==> config.mk <==
export PLATFORM = sky130hd
export DESIGN_NAME = buf_capture_sequencer
export DESIGN_NICKNAME = d
export VERILOG_FILES = /design/src/rtl/buf_capture_sequencer.sv
export SDC_FILE = /design/constraint.sdc
export NUM_CORES = 2
export LEC_CHECK = 0
export BUFFER_PORTS_ARGS = -buffer_cell sky130_fd_sc_hd__buf_2
export CAP_MARGIN = 10
export CORE_AREA = 10 10 625 627
export CTS_BUF_LIST = sky130_fd_sc_hd__clkbuf_8 sky130_fd_sc_hd__clkbuf_16
export DETAILED_ROUTE_END_ITERATION = 10
export DIE_AREA = 0 0 635 637
export HOLD_SLACK_MARGIN = 0.03
export PLACE_DENSITY = 0.32
export SKIP_LAST_GASP = 1
export SLEW_MARGIN = 10
export SYNTH_ARGS = -nofsm -noshare
export SYNTH_HDL_FRONTEND = slang
export SYNTH_SLANG_ARGS = --single-unit
export TNS_END_PERCENT = 50
==> constraint.sdc <==
create_clock -name aclk -period 18.6 [get_ports aclk]
set_input_delay 1.86 -clock aclk [delete_from_list [all_inputs] [get_ports aclk]]
set_output_delay 1.86 -clock aclk [all_outputs]
set_load 0.1 [all_outputs]
==> src/rtl/buf_capture_sequencer.sv <==
// Sequences ADC stream snapshots into readout-buffer streams.
// Define CAPTURE_SYSREF_ALIGN_EN to hold ARM until sysref_i is high.
module buf_capture_sequencer #(
  parameter int NCHAN      = 8,
  parameter int NBUF       = 4,
  parameter int DATA_WIDTH = 128,
  parameter int LEN_BITS   = 14,
  parameter int HOLD_BITS  = 16
) (
  input  logic                       aclk,
  input  logic                       areset,
  input  logic                       capture_i,
  input  logic                       sysref_i,
  input  logic [NBUF*3-1:0]          cfg_sel,
  input  logic [LEN_BITS-1:0]        cfg_len,
  input  logic [HOLD_BITS-1:0]       cfg_holdoff,
  input  logic [NCHAN*DATA_WIDTH-1:0] adc_tdata,
  input  logic [NCHAN-1:0]           adc_tvalid,
  output logic [NBUF*DATA_WIDTH-1:0] buf_tdata,
  output logic [NBUF-1:0]            buf_tvalid,
  input  logic [NBUF-1:0]            buf_tready,
  output logic                       busy_o,
  output logic                       done_o,
  output logic                       overflow_o,
  output logic [15:0]                capture_count_o
);

  typedef enum logic [2:0] {
    IDLE,
    ARM,
    HOLDOFF,
    CAPTURE,
    DONE
  } state_t;

  state_t                state;
  state_t                state_nxt;
  logic                  cap_q;
  logic                  cap_rise;
  logic                  start;
  logic                  arm_go;
  logic                  hold_zero;
  logic                  len_zero;
  logic                  last_beat;
  logic                  in_cap;
  logic [NBUF*3-1:0]     sel_q;
  logic [LEN_BITS-1:0]   len_q;
  logic [LEN_BITS-1:0]   beat;
  logic [HOLD_BITS-1:0]  hold_cnt;
  logic [15:0]           cap_cnt;
  logic                  ovf_q;
  logic [NBUF-1:0]       vld_q;

  assign cap_rise  = capture_i & ~cap_q;
  assign start     = (state == IDLE) & cap_rise;
  assign hold_zero = (hold_cnt == '0);
  assign len_zero  = (len_q == '0);
  assign last_beat = (beat == len_q - LEN_BITS'(1));
  assign in_cap    = (state == CAPTURE);

`ifdef CAPTURE_SYSREF_ALIGN_EN
  assign arm_go = sysref_i;
`else
  logic unused_sysref;
  assign unused_sysref = sysref_i;
  assign arm_go        = 1'b1;
`endif

  always_comb begin
    state_nxt = state;
    unique case (state)
      IDLE:    if (cap_rise) state_nxt = ARM;
      ARM:     if (arm_go) state_nxt = HOLDOFF;
      HOLDOFF: begin
        if (hold_zero) begin
          state_nxt = len_zero ? DONE : CAPTURE;
        end
      end
      CAPTURE: if (last_beat) state_nxt = DONE;
      DONE:    state_nxt = IDLE;
      default: state_nxt = IDLE;
    endcase
  end

  always_ff @(posedge aclk or posedge areset) begin
    if (areset) begin
      state <= IDLE;
      cap_q <= 1'b0;
    end else begin
      state <= state_nxt;
      cap_q <= capture_i;
    end
  end

  // Config is latched only on an accepted start; later edits wait.
  always_ff @(posedge aclk or posedge areset) begin
    if (areset) begin
      sel_q    <= '0;
      len_q    <= '0;
      hold_cnt <= '0;
    end else if (start) begin
      sel_q    <= cfg_sel;
      len_q    <= cfg_len;
      hold_cnt <= cfg_holdoff;
    end else if (state == HOLDOFF && !hold_zero) begin
      hold_cnt <= hold_cnt - HOLD_BITS'(1);
    end
  end

  always_ff @(posedge aclk or posedge areset) begin
    if (areset) begin
      beat <= '0;
    end else if (in_cap) begin
      beat <= beat + LEN_BITS'(1);
    end else begin
      beat <= '0;
    end
  end

  always_ff @(posedge aclk or posedge areset) begin
    if (areset) begin
      cap_cnt <= '0;
    end else if (state_nxt == DONE && state != DONE) begin
      cap_cnt <= cap_cnt + 16'd1;
    end
  end

  always_ff @(posedge aclk or posedge areset) begin
    if (areset) begin
      ovf_q <= 1'b0;
    end else if (start) begin
      ovf_q <= 1'b0;
    end else if (|(vld_q & ~buf_tready)) begin
      ovf_q <= 1'b1;
    end
  end

  for (genvar b = 0; b < NBUF; b++) begin : g_buf
    logic [2:0]            sel;
    logic [DATA_WIDTH-1:0] mux_d;
    logic                  mux_v;
    logic [DATA_WIDTH-1:0] d_q;

    assign sel = sel_q[3*b +: 3];

    // Out-of-range selects match no channel and stay silent.
    always_comb begin
      mux_d = '0;
      mux_v = 1'b0;
      for (int c = 0; c < NCHAN; c++) begin
        if (int'(sel) == c) begin
          mux_d = adc_tdata[c*DATA_WIDTH +: DATA_WIDTH];
          mux_v = adc_tvalid[c];
        end
      end
    end

    always_ff @(posedge aclk or posedge areset) begin
      if (areset) begin
        d_q      <= '0;
        vld_q[b] <= 1'b0;
      end else begin
        vld_q[b] <= in_cap & mux_v;
        if (in_cap) d_q <= mux_d;
      end
    end

    assign buf_tdata[b*DATA_WIDTH +: DATA_WIDTH] = d_q;
  end

  assign buf_tvalid      = vld_q;
  assign busy_o          = (state != IDLE);
  assign done_o          = (state == DONE);
  assign overflow_o      = ovf_q;
  assign capture_count_o = cap_cnt;

endmodule

==> results.toml <==
[yosys]
synth_enable_flop_cells = 0
ys_types = 54
ys_async_sr_fraction_pct = 100
ys.flop_type = "dfrtp_1"
yosysSeqAreaShare_pct = 28.4
ys_warn_count = 0
netlist_area_um2 = 52300
synth_cells = 4613
yosys.area.top_type = "mux4_2"
ys_top_cells_by_area = "mux4_2 35%, dfrtp_1 28%, mux2i_1 10%"
yosys_register_bits = 593
yosysTopAreaCellShare_pct = 35.0
synth.net_count = 5699
syn_avg_cell_area_um2 = 11.3

[layout]
drive_above_1_share_pct = 46.8
final_nets = 7059
seq_area_um2 = 14900
syn_to_final_growth_pct = 33.2
multi_input_area_um2 = 35600
fillers = 41900

[setup_path]
crit_top_cell = "buf_4"
arrival_ps = 5900
crit_type = "register to register"
setup.worst_path.start = "state[1]"
rr_worst_depth = 9
critPathSlowestCell = "buf_4"
required_ps = 19350
critical-path-max-stage-delay_ps = 760
cp_max_fo = 76
start_kind = "register"
endpoint_kind = "register"
r2r_start = "state[1]"
path_cells = "nor2b_1 -> nand2_4 -> buf_4 -> buf_4 -> buf_4 -> buf_4 -> buf_4 -> a221oi_1 -> nor2_1"

[power]
seq_power_share_pct = 17.8
p_comb_share_pct = 60.6
p_int_uw = 4610
p_leak_uw = 0.0267
p_per_area_nw_per_um2 = 130
pwr-share-clk_pct = 21.7
power_switching_uw = 4410
finalPower_uw = 9020
ir_worst_vdd_uv = 82.7
switching_share_pct = 48.9

[min_path]
holdCritStartpoint = "capture_count_o[15]"
hp-class = "register to register"
whs_path_depth = 1

[routing]
num_vias = 52000
drtIter0Drc = 4576
viasPerCell = 4.67
drc = 0
drtPass1Iterations = 5
wl_per_cell_um = 37.0
ant_nets = 0
wl_um = 412000

[die]
core_um2 = 378000
die-area_um2 = 404000
ioPinCount = 1617
num_rows = 226
dieHeight_um = 637
die_w_um = 635
start_util_pct = 13.8

[sta]
rsz0062_at_grt = "no"
finalSetupTns_ps = 0
period_share_pct = 27.7
max_freq_mhz = 194
finalClockSkew_ps = 74.8
drv_slew = 0
setup_viol = 0
hold_viol_final = 0
fin_crit_ps = 5160
worst_pin_slew_ps = 1150
slew_headroom_pct = 23.1

[clock_tree]
cts_tree = "done"
clk_latency_ps = 830
cts_root_buffer = "clkbuf_16"
clk_pin_slew_worst_paths_ps = 50
cts_htree_levels = 3
cts_buffers = 98
cts-resized-gates = 0
ctsHoldBuffers = 0
clock_sinks = 593
post_cts_buffers = 0
cts.path.max_buffers = 4

[run]
max-cap-violations = 0

[grt]
grt_pass1_wl_um = 542000
grt-ovfl-total = 0
antenna_found_initial = 323
grt_max_degree = 190
grt_pass1_vias = 52400
track_usage_pct = 19.5

[place]
dpl.hpwl_um = 324000
globalplace.congestion = 0.889
io_buffers = 1615

[run_status]
outcome = "complete, no violations"
==> logic make-up (layout without fill, tap and decap cells) <==
group                      Yosys count  after routing  synth area share [%]
other                                0             82                     0
adders and majority gates            4              4                0.0957
buffers and inverters              533           1963                  3.83
AOI/OAI and AO/OA                 1135           1135                  13.6
DFF                                593            593                  28.4
muxes                             1389           1389                  46.2
xor gates and xnor gates            51             51                 0.855
and+or+nand+nor                    908            908                  7.12
==> critical path, delay by kind of cell, from the launching register on <==
kind	cells	cell delay, ps
and+or+nand+nor	3	870
AOI/OAI and AO/OA	1	290
DFF	1	400
buffers and inverters	5	3280
==> flip-flops by register name (all words and copies together), names as in the netlist <==
register and cells:
g_buf.d_q 512, beat 14, buf_tvalid 4, sel_q 12, state 3, len_q 14, hold_cnt 16, capture_count_o 16
cap_q 1, overflow_o 1
==> final timing paths <==
path                       slack (ps)             endpoint
setup / recovery                13440     g_buf[0].d_q[89]
hold / removal                    470  capture_count_o[15]
setup reg to reg                13440     g_buf[0].d_q[89]
hold reg to reg                   470  capture_count_o[15]
max in group asynchronous       13670             sel_q[8]
min in group asynchronous        1150     g_buf[2].d_q[18]
==> stage by stage <==
stage	utilization (%)	setup slack, ps	hold WS, ps	std cells	instance area [um2]
6_report	18.4	13440	468	11100	69600
5_1_grt	18.4	12910	482	11100	69500
4_1_cts	18.4	13360	470	11100	69400
3_5_place_dp	17.5	12520	464	10900	66200
3_3_place_gp	17.5	12590	452	10900	66200
2_1_floorplan	-	144	429	4613	52300
==> layer usage <==
layer  GRT usage, %  vias to the layer above  wire length, um
li1               -                    21200                -
met1           23.3                    27000           162000
met2           33.5                     2831           201000
met3           6.15                      847            34400
met4           5.48                      130            14300
met5              0                        -              835
==> layout by cell type, fill, tap and decap left out, types with 24 or more instances in the layout <==
cell type | netlist | routed
mux2_2 | 49 | 49
buf_4 | 0 | 133
a22oi_1 | 86 | 86
mux2i_1 | 528 | 528
o21ai_0 | 495 | 495
a21o_1 | 64 | 64
diode_2 | 0 | 82
dfrtp_1 | 593 | 581
inv_1 | 35 | 53
mux4_2 | 812 | 812
nand2_1 | 471 | 464
a21oi_1 | 161 | 161
o211ai_1 | 86 | 86
buf_2 | 1 | 1615
a221oi_1 | 89 | 89
nor2_1 | 331 | 318
xnor2_1 | 30 | 30
o221ai_1 | 90 | 90
o22ai_1 | 24 | 24
clkbuf_16 | 0 | 98
==> power groups by stage <==
stage	sequential (uW)	clock [uW]	combinational, uW
after detailed placement	1640	0	5560
final	1600	1950	5460
after global routing	1620	2070	5780
after CTS	1610	2050	5570
after floorplan	1920	0	3110
after global placement	1630	0	5540
==> final cells by class <==
type | count | share of cell area [%]
Sequential cell | 593 | 21.4
Clock buffer | 118 | 3.92
Timing Repair Buffer | 1755 | 13.2
Tap cell | 5016 | 9.01
Antenna cell | 82 | 0.295
Inverter | 38 | 0.237
Clock inverter | 52 | 0.764
Multi-Input combinational cell | 3487 | 51.1
==> Yosys cell counts, drive strengths merged, types with 5 or more instances <==
master    n
mux4    812
dfrtp   593
mux2i   528
o21ai   495
nand2   471
clkbuf  342
nor2    331
a21oi   163
buf     153
o221ai   90
a221oi   89
a22oi    86
o211ai   86
a21o     64
mux2     49
inv      35
xnor2    30
o22ai    24
xor2     21
a211oi   14
or3      14
nand2b   13
nand3    11
nor3     11
a31oi    10
nor2b    10
nor3b     8
and2      6
nor4      6
and3      5
(Power assumes the default switching activity.)
